===== config.mk =====
export PLATFORM = sky130hd
export DESIGN_NAME = sample_write_arbiter
export DESIGN_NICKNAME = d
export VERILOG_FILES = /design/src/rtl/sample_write_arbiter_pkg.sv /design/src/rtl/sample_write_arbiter_rr_pick.sv /design/src/rtl/sample_write_arbiter.sv
export SDC_FILE = /design/constraint.sdc
export NUM_CORES = 1
export LEC_CHECK = 0
export BUFFER_PORTS_ARGS = -buffer_cell sky130_fd_sc_hd__buf_2
export CAP_MARGIN = 20
export CORE_AREA = 2 2 80 82
export CTS_BUF_LIST = sky130_fd_sc_hd__clkbuf_4 sky130_fd_sc_hd__clkbuf_8
export DETAILED_ROUTE_END_ITERATION = 12
export DIE_AREA = 0 0 82 84
export GPL_ROUTABILITY_DRIVEN = 0
export HOLD_SLACK_MARGIN = 0.06
export PLACE_DENSITY = 0.81
export SETUP_SLACK_MARGIN = 0.5
export SKIP_CTS_REPAIR_TIMING = 1
export SLEW_MARGIN = 25
export SYNTH_ARGS = -nofsm -noshare
export SYNTH_HDL_FRONTEND = slang
export SYNTH_SLANG_ARGS = --single-unit

===== constraint.sdc =====
create_clock -name clk -period 3.3 [get_ports clk]
set_clock_uncertainty 0.1 [all_clocks]
set_input_delay 0.33 -clock clk [delete_from_list [all_inputs] [get_ports clk]]
set_output_delay 0.33 -clock clk [all_outputs]
set_load 0.005 [all_outputs]

===== src/rtl/sample_write_arbiter_pkg.sv =====
// Shared constants for the sample write arbiter: sample width, busy counter
// width and the source-index width helper.
package sample_arb_pkg;

  localparam int SAMPLE_W = 24;
  localparam int BUSY_W   = 8;

  // Index width for n requesters; a lone requester still needs one bit.
  function automatic int src_w(input int n);
    return (n < 2) ? 1 : $clog2(n);
  endfunction

endpackage


===== src/rtl/sample_write_arbiter_rr_pick.sv =====
// Combinational round-robin picker: rotate req so ptr sits at bit 0, isolate
// the lowest set bit, rotate the one-hot result back into requester order.
module rr_pick #(
  parameter int N     = 4,
  parameter int PTR_W = 2
) (
  input  logic [N-1:0]     req,
  input  logic [PTR_W-1:0] ptr,
  output logic [N-1:0]     gnt
);

  logic [N-1:0] w_rot;
  logic [N-1:0] w_lsb;

  always_comb begin
    w_rot = '0;
    for (int j = 0; j < N; j++) begin
      w_rot[j] = req[(j + int'(ptr)) % N];
    end
  end

  assign w_lsb = w_rot & (~w_rot + N'(1));

  always_comb begin
    gnt = '0;
    for (int j = 0; j < N; j++) begin
      gnt[(j + int'(ptr)) % N] = w_lsb[j];
    end
  end

endmodule


===== src/rtl/sample_write_arbiter.sv =====
// Round-robin write arbiter sharing one sample holding register among N
// producers. Optional SAMPLE_ARB_HOLD_EN adds a hold input that freezes writes.
module sample_write_arbiter
  import sample_arb_pkg::*;
#(
  parameter int N      = 4,
  parameter int DATA_W = SAMPLE_W
) (
  input  logic                  clk,
  input  logic                  reset,
`ifdef SAMPLE_ARB_HOLD_EN
  input  logic                  hold,
`endif
  input  logic [N-1:0]          req,
  input  logic [N*DATA_W-1:0]   data,
  output logic [N-1:0]          gnt,
  output logic                  reg_en,
  output logic [DATA_W-1:0]     reg_d,
  output logic [src_w(N)-1:0]   reg_src,
  output logic [BUSY_W-1:0]     busy_cnt
);

  localparam int SRC_W = src_w(N);

  logic [SRC_W-1:0]  r_ptr;
  logic              r_en;
  logic [DATA_W-1:0] r_d;
  logic [SRC_W-1:0]  r_src;
  logic [BUSY_W-1:0] r_busy;

  logic [N-1:0]      w_pick;
  logic              w_stall;
  logic              w_any;
  logic [SRC_W-1:0]  w_idx;
  logic [SRC_W-1:0]  w_ptr_nxt;

  rr_pick #(
    .N     (N),
    .PTR_W (SRC_W)
  ) u_pick (
    .req (req),
    .ptr (r_ptr),
    .gnt (w_pick)
  );

  // A grant in a reset cycle must not complete a handshake.
`ifdef SAMPLE_ARB_HOLD_EN
  assign w_stall = reset | hold;
`else
  assign w_stall = reset;
`endif

  assign gnt   = w_stall ? '0 : w_pick;
  assign w_any = |gnt;

  always_comb begin
    w_idx = '0;
    for (int i = 0; i < N; i++) begin
      if (gnt[i]) w_idx = SRC_W'(i);
    end
  end

  assign w_ptr_nxt = (w_idx == SRC_W'(N - 1)) ? '0 : w_idx + SRC_W'(1);

  always_ff @(posedge clk) begin
    if (reset) begin
      r_ptr  <= '0;
      r_en   <= 1'b0;
      r_d    <= '0;
      r_src  <= '0;
      r_busy <= '0;
    end else begin
      r_en <= w_any;
      if (w_any) begin
        r_ptr <= w_ptr_nxt;
        r_d   <= data[w_idx*DATA_W +: DATA_W];
        r_src <= w_idx;
      end
      if ((|req) && !w_any) begin
        if (r_busy != '1) r_busy <= r_busy + BUSY_W'(1);
      end else begin
        r_busy <= '0;
      end
    end
  end

  assign reg_en   = r_en;
  assign reg_d    = r_d;
  assign reg_src  = r_src;
  assign busy_cnt = r_busy;

endmodule


* Word level (Yosys, flattened, before mapping)
Cells that the tools add are included.
** Storage, ports and cells
- Register bits :: 37
- Input port bits :: 102
- Output and inout bits :: 39
- Logic and storage cells :: 69
** Cells by class
- Add/sub/neg operators :: 6
- Multipliers :: 1
- Order comparisons :: 8
- Equal/unequal tests :: 2
- Shifts and indexed selects :: 1
- Muxes and demuxes :: 27
- Bitwise operators :: 7
- Reductions and logical operators :: 12
** Operators by type and width (count)
- 96-bit by 8-bit indexed part select with 24-bit output :: 1
- 4-bit bitwise mux :: 3
- 3-bit by 4-bit less-than comparator with 1-bit output, second input constant :: 3
- 1-bit 2-to-1 mux :: 12
- 3-bit by 1-bit >= comparator with 1-bit output, second input constant :: 3
- 8-bit by 1-bit adder with 8-bit output, second input constant :: 1
- 4-bit bitwise AND :: 2
- 1-bit binary-select mux with 2-bit select :: 4
- 1-bit demux with 2-bit select :: 4
- 8-bit inequality test, second input constant :: 1
- 2-bit OR reduction :: 4
- 4-bit OR reduction :: 2
- 2-bit 2-to-1 mux :: 3
- 1-bit logical AND :: 5
- 2-bit adder, first input constant :: 2
- 4-bit by 1-bit adder with 4-bit output, second input constant :: 1
- 2-bit by 2-bit multiplier with 4-bit output, second input constant :: 1
- 4-bit 2-to-1 mux :: 1
- 4-bit NOT :: 1
- 1-bit bitwise AND, first input constant :: 3
- 2-bit by 3-bit less-than comparator with 1-bit output, second input constant :: 1
- 1-bit by 2-bit adder with 2-bit output, first input constant :: 1
- 2-bit by 1-bit adder with 2-bit output, second input constant :: 1
- 2-bit == test, second input constant :: 1
- 3 further kinds :: 3

* Logic depth before layout (Yosys ltp)
Gate-level depths: netlist (run 1).
- Depth after elaboration :: 19
- Depth in mapped cells :: 14
- Mapped depth without buffers :: 10

* Hierarchy
A second synthesis (run 1) with hierarchy kept.
** Second synthesis, totals
- Cells, all modules :: 246
- Area, all modules :: 2472.4 um^2
** Modules (own cells, without submodules)
- sample_write_arbiter :: instances 1, cells an instance 208, area each 2094.5 um^2, sequential area each 740.7 um^2
- rr_pick :: instances 1, cells an instance 38, area each 377.9 um^2, sequential area each 0.0 um^2

* Worst setup path after synthesis (run 1)
OpenSTA, ideal clock, no wires.
- Path kind :: reg2reg
- From :: reg r_ptr[0]
- To :: reg r_d[10] (netlist: reg_d[10])
- Library setup time :: 129 ps
- Arrival time :: 2811 ps
- Required time :: 3071 ps
- Slack :: 260 ps
- Stages on the path, launching flop included :: 13
- Path buffers :: 3
- Clock period less this slack :: 3040 ps
- Path through :: dfxtp_1 > inv_1 > ha_1 > buf_2 > mux2_1 > and3_1 > o21ai_0 > a41oi_1 > or3_1 > buf_2 > buf_4 > o41ai_1 > a31oi_1
** On the way
- Cells in the longest elaborated chain, start to end :: 16
- Elaborated cells on any way between the ends :: 54
- Those cells by class :: 4 x add/sub; 1 x mul; 8 x order compare; 1 x shift; 26 x mux; 6 x bitwise; 8 x reduce/logical
** RTL lines
- from (decl) :: RTL line sample_write_arbiter.sv:25 : logic [SRC_W-1:0] r_ptr;
- from (signal assigned) :: RTL line sample_write_arbiter.sv:75 : r_ptr <= w_ptr_nxt;
- 1-bit by 2-bit adder with 2-bit output :: RTL line sample_write_arbiter_rr_pick.sv:18, sample_write_arbiter_rr_pick.sv:27
- 1-bit binary-select mux with 2-bit select / 2-bit OR reduction (equally long branches)
- 1-bit 2-to-1 mux (not written as such) / 1-bit bitwise AND (equally long branches)
- 1-bit 2-to-1 mux (not written as such), or another cell as far along :: RTL line sample_write_arbiter_rr_pick.sv:18 : w_rot[j] = req[(j + int'(ptr)) % N];
- 4-bit NOT / 1-bit logical AND (equally long branches) :: RTL line sample_write_arbiter_rr_pick.sv:22, sample_write_arbiter_rr_pick.sv:27
- 4-bit by 1-bit adder with 4-bit output / 1-bit 2-to-1 mux (equally long branches) :: RTL line sample_write_arbiter_rr_pick.sv:22, sample_write_arbiter_rr_pick.sv:27
- 4-bit bitwise AND / 1-bit demux with 2-bit select (equally long branches)
- 4-bit bitwise mux (2 in series) :: RTL line sample_write_arbiter_rr_pick.sv:27 : gnt[(j + int'(ptr)) % N] = w_lsb[j];
- 4-bit bitwise mux (*) :: RTL line sample_write_arbiter_rr_pick.sv:27
- 4-bit 2-to-1 mux (*) :: RTL line sample_write_arbiter.sv:53 : assign gnt = w_stall ? '0 : w_pick;
- 1-bit 2-to-1 mux :: RTL line sample_write_arbiter.sv:59 : if (gnt[i]) w_idx = SRC_W'(i);
- 2-bit 2-to-1 mux (2 in series) :: RTL line sample_write_arbiter.sv:59
- 2-bit by 2-bit multiplier with 4-bit output :: RTL line sample_write_arbiter.sv:76 : r_d <= data[w_idx*DATA_W +: DATA_W];
- 96-bit by 8-bit indexed part select with 24-bit output :: RTL line sample_write_arbiter.sv:76
- to (signal assigned) :: RTL line sample_write_arbiter.sv:76
- to (decl) :: RTL line sample_write_arbiter.sv:27 : logic [DATA_W-1:0] r_d;
Every way passes the cells marked *; elsewhere a longest branch is shown, timed or not. The select of a mux whose other input is x is not followed.
A chain may end at the register's enable or synchronous reset.

* Final worst setup path (run 1)
- From :: reg r_ptr[0]
- To :: out gnt[3]
** On the way
- Cells in the longest elaborated chain, start to end :: 11
- Elaborated cells on any way between the ends :: 48
- Those cells by class :: 4 x add/sub; 8 x order compare; 23 x mux; 6 x bitwise; 7 x reduce/logical
** RTL lines
- 1-bit by 2-bit adder with 2-bit output :: RTL line sample_write_arbiter_rr_pick.sv:18, sample_write_arbiter_rr_pick.sv:27
- 1-bit binary-select mux with 2-bit select / 2-bit OR reduction (equally long branches)
- 1-bit 2-to-1 mux (not written as such) / 1-bit bitwise AND (equally long branches)
- 1-bit 2-to-1 mux (not written as such), or another cell as far along :: RTL line sample_write_arbiter_rr_pick.sv:18
- 4-bit NOT / 1-bit logical AND (equally long branches) :: RTL line sample_write_arbiter_rr_pick.sv:22, sample_write_arbiter_rr_pick.sv:27
- 4-bit by 1-bit adder with 4-bit output / 1-bit 2-to-1 mux (equally long branches) :: RTL line sample_write_arbiter_rr_pick.sv:22, sample_write_arbiter_rr_pick.sv:27
- 4-bit bitwise AND / 1-bit demux with 2-bit select (equally long branches)
- 4-bit bitwise mux (2 in series) :: RTL line sample_write_arbiter_rr_pick.sv:27
- 4-bit bitwise mux (*) :: RTL line sample_write_arbiter_rr_pick.sv:27
- 4-bit 2-to-1 mux (*) :: RTL line sample_write_arbiter.sv:53
- to (decl) :: RTL line sample_write_arbiter.sv:16 : output logic [N-1:0] gnt,
Marks and branches as above.

==> results.md, run 1 <==
* TritonCTS clock tree: yes
* Pins Over Slew Limit at 0
* LEAKAGE at 1.99 nW
* Io pins at 141
* CP startpoint: r_ptr[0]
* Synthesized area at 0.00276 mm²
* Top cell type's share of synthesized area at a little over a quarter
* FF-to-FF Start: r_ptr[0]
* CP Data Arrival Time at 2470 ps
* Starting Density at 45.2%
* Setup violators final at 0
* Vias in the first global route at roughly 2800
* Via Count at 3377
* Syn Nets at about 430
* Cell count after placement at 513
* RSZ-0062 raised after global routing: yes
* Crit start category: flip-flop
* WP data required at 2870 ps
* Period minus WS final at just under 3000 ps
* Nets at 586
* EDFF count, synth at 0
* Clock sinks at 37
* Ys async rst share at 0%
* Initial antenna violation count at 0
* Synthesized area per cell at 8.70 µm²
* F_max at 344 MHz
* Hold depth at 3
* Synth Register Bits at 37
* Synth warn at 0
* Clock Latency Late Sink at ~300 ps
* First-pass GRT wire length at around 13 mm
* Synth cell count leaders: dfxtp_1, and3_1, a22oi_1, a31oi_1
* Remaining Overflow, GRT at 0
* RR Endpoint: busy_cnt[1]
* # diodes at 0
* Detailed placement HPWL at 6.29 mm
* Post-synthesis sequential area ratio at 26.9%
* DR iter-0 viols at 200
* Power per cell area at around 820 mW/mm²
* Hold Path End: reg_d[22]
* Slew margin rel. at ~67%
* Post-route non-filler standard cell count at 555
* Ratio of cells with drive above 1 in the final layout at 54.0%
* Cell taking the most area after synthesis: dfxtp_1
* DRT Pass-1 Iters at 4
* Setup crit end kind: output port
* Cell area after layout at 0.00434 mm²
* Hold path startpoint: data[70]
* Area growth syn-to-layout at 57.3%
* Top-count cell post-synth: dfxtp_1
* Core footprint at just over 0.006 mm²
* Htree depth at 2
* CP Max Fanout at 8
* Root buffer cell: clkbuf_8
* Number of port buffers at 140
* Die Y at 84 µm
* Final hold slack at 249 ps
* Post-route core utilization at 71.1%
* Mapped Cells at around 320
* WS Path Type: flip-flop to output port
* Clk slew on worst S/H paths at 70 ps
* Final ANT Viol Nets at 0
* Clk buf depth at 2
* R2r setup slk at between 400 and 500 ps
* Die W at 82 µm
* Row count at 29
* DRC Markers at 0
* Status: finished, final reports clean
* Fin crit share at between 80% and 90%
* Cell variety after synth at 54
* Worst R2R Path Depth at 11
* Wire length per cell at 18.3 µm
* Ys flop type: dfxtp_1
* Worst Hold Class: input pin to flip-flop
* Area contributors post-synth: dfxtp_1, and3_1, o41ai_1
* Placed Area at 0.00354 mm²
* Via/cell ratio at 6.08
* Fin. Hold Viols at 0
* Post-Route WL at 10.2 mm
* Worst slew pin tran at 494 ps
* CTS Buf Count at 5
* VDD IR max at slightly below 0.0004 V
* Largest net degree at the start of global routing at 49
* Max-Cap Viols at 0
* Full die area at 0.00689 mm²
* Total track usage at 24.3%
==> critical path, stage by stage (launching register included) <==
cell,delay (ps)
dfxtp_4,430
inv_6,60
ha_4,310
mux4_2,210
nor2b_4,200
nand2_2,90
a2111oi_4,340
buf_4,200
or2_4,130
buf_6,120
buf_6,90
==> layout by cell type, fill, tap and decap left out, types with 4 or more instances in the layout <==
cell type and instances:
and3_1 29, a21oi_2 4, buf_12 4, a22oi_2 7
o21ai_0 8, ha_1 6, dfxtp_1 35, nor2_1 9
buf_4 32, nand3_1 4, mux2i_1 9, nand4_1 4
clkbuf_8 5, nand2_1 6, buf_2 138, o41ai_2 15
o21ai_1 20, a22oi_1 17, a31oi_1 24, buf_6 8
o41ai_4 8, a21boi_1 6, a21boi_0 18
==> sequential cells by signal, summed over array words and instances (netlist names) <==
register	cells
busy_cnt	8
r_ptr	2
reg_d	24
reg_en	1
reg_src	2
==> layout make-up <==
cell class	instances	area, µm²
Multi-Input combinational cell	242	2150
Fill cell	443	1760
Inverter	6	45.0
Tap cell	77	96.3
Sequential cell	37	748
Timing Repair inverter	1	8.76
Clock inverter	3	65.1
Clock buffer	5	68.8
Timing Repair Buffer	184	1150
==> cells by family after synthesis <==
family / Yosys count / share of synthesized area [%]
muxes: 13 / 5.72
adders and majority gates: 7 / 3.18
DFF: 37 / 26.9
AOI/OAI and AO/OA: 144 / 38.3
and+or+nand+nor: 74 / 15.9
xor gates and xnor gates: 4 / 1.27
buffers and inverters: 38 / 8.81
==> how the worst max path moves through the flow <==
stage,end,slack [ps]
3_5_place_dp,reg_d[12],130
3_3_place_gp,reg_d[11],230
6_report,gnt[3],400
2_1_floorplan,reg_d[0],480
4_1_cts,gnt[0],-90
5_1_grt,gnt[3],310
==> report_power, final <==
part | leakage [nW] | total [W] | internal (W) | switching, W
Clock | 0.0681 | 0.000470 | 0.000300 | 0.000170
Sequential | 0.306 | 0.000718 | 0.000594 | 0.000123
Combinational | 1.62 | 0.00238 | 0.00116 | 0.00122
==> stage by stage <==
stage               setup slack, ps  total power, W  TNS [ps]
floorplan                       483         0.00201         0
global placement                234         0.00231         0
detailed placement              134         0.00236         0
CTS                           -90.3         0.00282      -158
global route                    308         0.00375         0
finish                          395         0.00357         0
==> per-layer routing <==
layer | vias up | routed length [µm] | global-route usage, %
met5 | - | 0 | 0
met4 | 0 | 422 | 6.67
met3 | 43 | 761 | 6.71
met2 | 164 | 5140 | 41.7
met1 | 1598 | 3850 | 29.1
li1 | 1572 | - | -
(Power assumes the default switching activity.)
==> run 2: changes to the inputs <==
Settings changed: CORE_AREA 2 2 80 82 to 2 2 77 79, DIE_AREA 0 0 82 84 to 0 0 79 81, SYNTH_HIERARCHICAL set to 1.
==> results.md, run 2 <==
* Synth Area in Adders at 4.05% (+0.87 points)
* Slew margin rel. at 72.0% (+4.9 points)
* Setup violators final at 0 (unchanged)
* Status: finished, final reports clean
* Die W at 79 µm (-3.7%)
* Detailed placement HPWL at 5.45 mm (-13%)
* Crit-path leading delay family: simple AND/OR/NAND/NOR gates
* Largest register FFs at 24 (unchanged)
* Cell area after layout at 0.00359 mm² (-17%)
* CP max stage delay at 410 ps (-20 ps)
* Period minus WS final at 2940 ps (+39.8 ps)
* CP Data Arrival Time at 2510 ps (+40 ps)
* Synthesized area per cell at 10.1 µm² (+16%)
* Clk slew on worst S/H paths at 80 ps (about the same)
* Row count at 28 (-3.4%)
* DR iter-0 viols at 74 (-63%)
* F_max at 340 MHz (-1.4%)
* Cell variety after synth at 51 (-5.6%)
* Crit start category: flip-flop
* DRC Markers at 0 (unchanged)
* Clk buf depth at 2 (unchanged)
* Xor-xnor portion of the synthesized cell area at 0% (-1.3 points)
* Commonest non-fill, non-tap cell in the layout: buf_2
* Full die area at 0.00640 mm² (-7.1%)
* Io pins at 141 (unchanged)
* Crit-path slowest cell: dfxtp_4
* Top cell type's share of synthesized area at 30.0% (+3.1 points)
* # diodes at 0 (unchanged)
* Initial antenna violation count at 0 (unchanged)
* Synth warn at 6 (+6)
* EDFF count, synth at 0 (unchanged)
* Ys flop type: dfxtp_1
* CP startpoint: r_ptr[0]
* Max-Cap Viols at 0 (unchanged)
* Mapped Cells at 246 (-22%)
* CP Max Fanout at 7 (-1)
* Final ANT Viol Nets at 0 (unchanged)
* TritonCTS clock tree: yes
* Largest family of logic cells by synthesized area: multiplexers
* DRT Pass-1 Iters at 4 (unchanged)
* Hold path startpoint: reset
* RSZ-0062 raised after global routing: yes
* Worst path buffer plus inverter count at 3 (-1)
* Syn Nets at 356 (-16%)
* Worst slew pin tran at 420 ps (-74.1 ps)
* Pins Over Slew Limit at 0 (unchanged)
* VDD IR max at 0.000566 V (+43%)
* Top-count cell post-synth: mux2i_1
* Compound-gate portion of the synthesized area at 17.2% (-21 points)
* Area growth syn-to-layout at 45.4%
* Clock Latency Late Sink at 290 ps (about the same)
* Area contributors post-synth: dfxtp_1, mux2i_1, o221ai_1
* Fin Setup TNS at 0 ps (unchanged)
* Fillers at 459 (+3.6%)
* Synthesized area at 0.00247 mm² (-10%)
* Ratio of cells with drive above 1 in the final layout at 50.9% (-3.1 points)
* FF/Latch Area at 748 µm² (unchanged)
* Via/cell ratio at 5.44 (-11%)
* Fin crit share at 89.2% (+1.2 points)
* Mux cell area share after synthesis at 23.1% (+17 points)
* Wire length per cell at 16.1 µm (-12%)
* Nets at 511 (-13%)
* Most frequent cells in the layout: buf_2, mux2i_1, dfxtp_1
* Synth cell count leaders: mux2i_1, dfxtp_1, nand3_1
* Fin. Hold Viols at 0 (unchanged)
* First-pass GRT wire length at 10.5 mm (-20%)
* Cell taking the most area after synthesis: dfxtp_1
* Die Y at 81 µm (-3.6%)
* Remaining Overflow, GRT at 0 (unchanged)
* Vias in the first global route at 2193 (-22%)
* Placed Area at 0.00324 mm² (-8.6%)
* WS Path Type: flip-flop to output port
* Via Count at 2590 (-23%)
* Area of the multi-input gates at 0.00170 mm² (-21%)
* Post-Synth Simple-Gate Area at 19.4% (+3.5 points)
* Power per cell area at 1040 mW/mm² (+26%)
* Core footprint at 0.00568 mm² (-6.9%)
* Clock sinks at 37 (unchanged)
* Worst Hold Class: input pin to flip-flop
* Largest net degree at the start of global routing at 25 (-49%)
* Root buffer cell: clkbuf_8
* LEAKAGE at 1.82 nW (-8.7%)
* WP data required at 2870 ps (about the same)
* CTS Buf Count at 5 (unchanged)
* Ys async rst share at 0% (unchanged)
* Synth Register Bits at 37 (unchanged)
* Post-synthesis sequential area ratio at 30.0% (+3.1 points)
* Starting Density at 43.6% (-1.7 points)
* Critical path, cell by cell: inv_4, ha_4, mux4_2, nor3b_4, o22ai_1, a31oi_1, buf_4, nor2b_1, buf_2
* Post-Route WL at 7.66 mm (-25%)
* Total track usage at 20.5% (-3.7 points)
* Htree depth at 2 (unchanged)
* Number of port buffers at 140 (unchanged)
* Setup crit end kind: output port
* FF-to-FF Start: r_ptr[0]
==> run 2: changes by cell type in the layout (fill, tap and decap cells not counted), moves of 15 or more <==
cell and change:
nand3_1 +24, buf_4 -15, a21boi_0 -17, mux2i_1 +38
and3_1 -27, o41ai_2 -15, o221ai_1 +23, o21ai_1 -20
a22oi_1 -17, a31oi_1 -22
==> run 2: per-layer routing <==
| metal | vias up | GRT usage, % | part of all wire [%] |
|---|---|---|---|
| li1 | 1266 | - | - |
| met2 | 117 | 35.5 | 50 |
| met1 | 1198 | 25.8 | 41 |
| met3 | 9 | 5.22 | 8.7 |
| met4 | 0 | 4.83 | 1.1 |
| met5 | - | 0 | 0 |
==> run 2: where the power goes <==
part	switching (W)	leakage (nW)	internal (W)
registers	0.0000894	0.306	0.000605
clock network	0.000163	0.0433	0.000165
logic	0.00139	1.47	0.00132
==> run 2: path summary, 6_finish.rpt <==
check | depth (start not counted) | slack (ps) | to
setup / recovery | 9 | 360 | gnt[2]
setup reg to reg | 12 | 420 | reg_d[5]
hold reg to reg | 2 | 360 | reg_src[1]
hold / removal | 2 | 230 | reg_en
==> run 2: final cells by class <==
| type | instances | share of cell area (%) |
|---|---|---|
| clock buffers | 6 | 2.30 |
| clock inverters | 1 | 0.209 |
| inverters | 4 | 0.487 |
| multi-input cells | 187 | 47.4 |
| flip-flops and latches | 37 | 20.8 |
| well taps | 75 | 2.61 |
| repair buffers | 166 | 26.2 |
==> run 2: logic make-up after synthesis <==
family / Yosys count
mux: 52
fa+ha+maj: 8
flops: 37
buf+inv: 22
compound gates: 51
simple gates: 76
==> run 2: through the flow <==
step | setup WS, ps | instances | power [W] | utilization [%] | hold slack, ps
4_1_cts | 24.7 | 461 | 0.00324 | 58.6 | 218
3_3_place_gp | 328 | 454 | 0.00284 | 57.0 | 345
2_1_floorplan | 500 | 246 | 0.00238 | - | 350
5_1_grt | 228 | 476 | 0.00394 | 63.3 | 243
3_5_place_dp | 186 | 454 | 0.00291 | 57.0 | 349
6_report | 355 | 476 | 0.00373 | 63.3 | 234
==> run 3: changes to the inputs <==
Settings changed: ABC_AREA set to 1, CORE_AREA 2 2 77 79 to 2 2 84 86, DIE_AREA 0 0 79 81 to 0 0 86 88, PLACE_DENSITY 0.81 to 0.82.
==> results.md, run 3 <==
* Worst path buffer plus inverter count at 6 (+3)
* Area growth syn-to-layout at 30.3%
* Setup crit end kind: flip-flop
* Nets at 824 (+61%)
* Post-synthesis sequential area ratio at 22.8% (-7.1 points)
* Area contributors post-synth: dfxtp_1, inv_1, nand2_1
* Status: finished, final reports clean
* Remaining Overflow, GRT at 0 (unchanged)
* Via/cell ratio at 4.86 (-11%)
* Full die area at 0.00757 mm² (+18%)
* Cell taking the most area after synthesis: dfxtp_1
* Synthesized area per cell at 5.64 µm² (-44%)
* Ratio of cells with drive above 1 in the final layout at 26.6% (-24 points)
* Io pins at 141 (unchanged)
* EDFF count, synth at 0 (unchanged)
* Largest register FFs at 24 (unchanged)
* Pre-CTS setup slack at 291 ps (+105 ps)
* Post-Route WL at 9.55 mm (+25%)
* Crit-path slowest cell: dfxtp_4
* Clock Latency Late Sink at 300 ps (about the same)
* First-pass GRT wire length at 13.9 mm (+32%)
* Clock sinks at 37 (unchanged)
* Detailed placement HPWL at 6.46 mm (+19%)
* Power per cell area at 901 mW/mm² (-13%)
* Clk buf depth at 2 (unchanged)
* Commonest non-fill, non-tap cell in the layout: inv_1
* Setup violators final at 0 (unchanged)
* Initial antenna violation count at 0 (unchanged)
* Total track usage at 22.1% (+1.6 points)
* DRT Pass-1 Iters at 5 (+1)
* RSZ-0062 raised after global routing: no
* Die Y at 88 µm (+8.6%)
* DR iter-0 viols at 292 (+290%)
* Htree depth at 2 (unchanged)
* Root buffer cell: clkbuf_8
* Synthesized area at 0.00325 mm² (+31%)
* Vias in the first global route at 3378 (+54%)
* # diodes at 0 (unchanged)
* Top cell type's share of synthesized area at 22.8% (-7.1 points)
* Starting Density at 48.9% (+5.3 points)
* WS Path Type: flip-flop to flip-flop
* Fin. Hold Viols at 0 (unchanged)
* WP data required at 3400 ps (+530 ps)
* CP Data Arrival Time at 2780 ps (+270 ps)
* Via Count at 3866 (+49%)
* Wire length per cell at 12.0 µm (-25%)
* Worst setup margin at 622 ps (+267 ps)
* TritonCTS clock tree: yes
* Worst slew pin tran at 658 ps (+238 ps)
* Synth cell count leaders: inv_1, nand2_1, nand3_1
* Synth warn at 6 (unchanged)
* Period minus WS final at 2680 ps (-267 ps)
* DRC Markers at 0 (unchanged)
* Slew margin rel. at 56.1% (-16 points)
* LEAKAGE at 2.81 nW (+55%)
* Worst Hold Class: input pin to flip-flop
* Fin Setup TNS at 0 ps (unchanged)
* Synth Register Bits at 37 (unchanged)
* Final ANT Viol Nets at 0 (unchanged)
* Cell variety after synth at 23 (-55%)
* Core footprint at 0.00664 mm² (+17%)
* VDD IR max at 0.000478 V (-16%)
* Crit start category: flip-flop
* Critical path, cell by cell: inv_2, ha_1, inv_1, nand2_1, nand2_1, nand3_1, nand3_1, nand3_1, nand2_2, nand2_4, nand2_4, inv_4, nand2_8, buf_12, o21ai_0, inv_1, nand2_1, inv_1
* Syn Nets at 686 (+93%)
* Clk slew on worst S/H paths at 80 ps (about the same)
* CP max stage delay at 400 ps (about the same)
* Crit-path leading delay family: simple AND/OR/NAND/NOR gates
* CTS Buf Count at 5 (unchanged)
* Number of port buffers at 140 (unchanged)
* F_max at 373 MHz (+10%)
* Largest net degree at the start of global routing at 51 (+100%)
* Mapped Cells at 576 (+130%)
* Max-Cap Viols at 0 (unchanged)
* Ys flop type: dfxtp_1
* Fin crit share at 81.1% (-8.1 points)
* Most frequent cells in the layout: inv_1, nand2_1, buf_2
* Row count at 30 (+7.1%)
* Top-count cell post-synth: inv_1
* CP Max Fanout at 17 (+10)
* Pins Over Slew Limit at 0 (unchanged)
* Ys async rst share at 0% (unchanged)
* Die W at 86 µm (+8.9%)
[run 3: changes by cell type in the layout (fill, tap and decap cells not counted), moves of 6 or more]
cell      delta
nor2_1       +7
nand2_1    +136
nand2_4      +7
nor2b_1      -9
o21ai_0     +36
buf_4       -12
nand2_2      +6
inv_1      +169
o221ai_1    -23
nand3_1     +62
mux2i_1     -47
o21ai_1     +17
[run 3: cell families (layout without fill, tap and decap cells)]
family / after synthesis / count (layout) / share of synthesized area, %
compound gates: 60 / 60 / 9.25
xor+xnor: 5 / 5 / 1.35
fa+ha+maj: 8 / 8 / 3.08
buf+inv: 198 / 332 / 25.4
flops: 37 / 37 / 22.8
simple gates: 268 / 273 / 38.1
[run 3: cell type report]
class	count	area (µm²)
repair buffers	150	821
clock inverters	3	43.8
flip-flops and latches	37	744
fillers	641	2410
inverters	174	656
clock buffers	5	68.8
well taps	80	100
multi-input cells	346	1800
[run 3: report_power, final]
part,total [W],switching [W],internal [W]
clock network,0.000411,0.000184,0.000227
registers,0.000698,0.0000914,0.000607
logic,0.00270,0.00168,0.00102
[run 3: stage by stage]
stage / cell area (µm²) / hold slack (ps) / total power [W] / instances / utilization, %
2_1_floorplan: 3250 / 299 / 0.00254 / 576 / -
3_3_place_gp: 3930 / 362 / 0.00291 / 777 / 59.1
3_5_place_dp: 3930 / 374 / 0.00300 / 777 / 59.1
4_1_cts: 4040 / 168 / 0.00342 / 785 / 60.8
5_1_grt: 4230 / 200 / 0.00415 / 795 / 63.7
6_report: 4230 / 192 / 0.00381 / 795 / 63.7
[run 3: path summary, 6_finish.rpt]
| check | start | endpoint | slack [ps] | depth (start not counted) |
|---|---|---|---|---|
| max | r_ptr[1] | reg_d[0] | 620 | 18 |
| min | reset | reg_src[0] | 190 | 2 |
| max reg2reg | r_ptr[1] | reg_d[0] | 620 | 18 |
| min reg2reg | reg_src[0] | reg_src[0] | 390 | 2 |
[run 3: layer usage]
| layer | GRT usage (%) | wire (µm) | vias to the layer above |
|---|---|---|---|
| li1 | - | - | 1986 |
| met1 | 26.6 | 3870 | 1674 |
| met2 | 40.9 | 4760 | 193 |
| met3 | 3.02 | 787 | 13 |
| met4 | 6.64 | 131 | 0 |
| met5 | 0 | 0 | - |
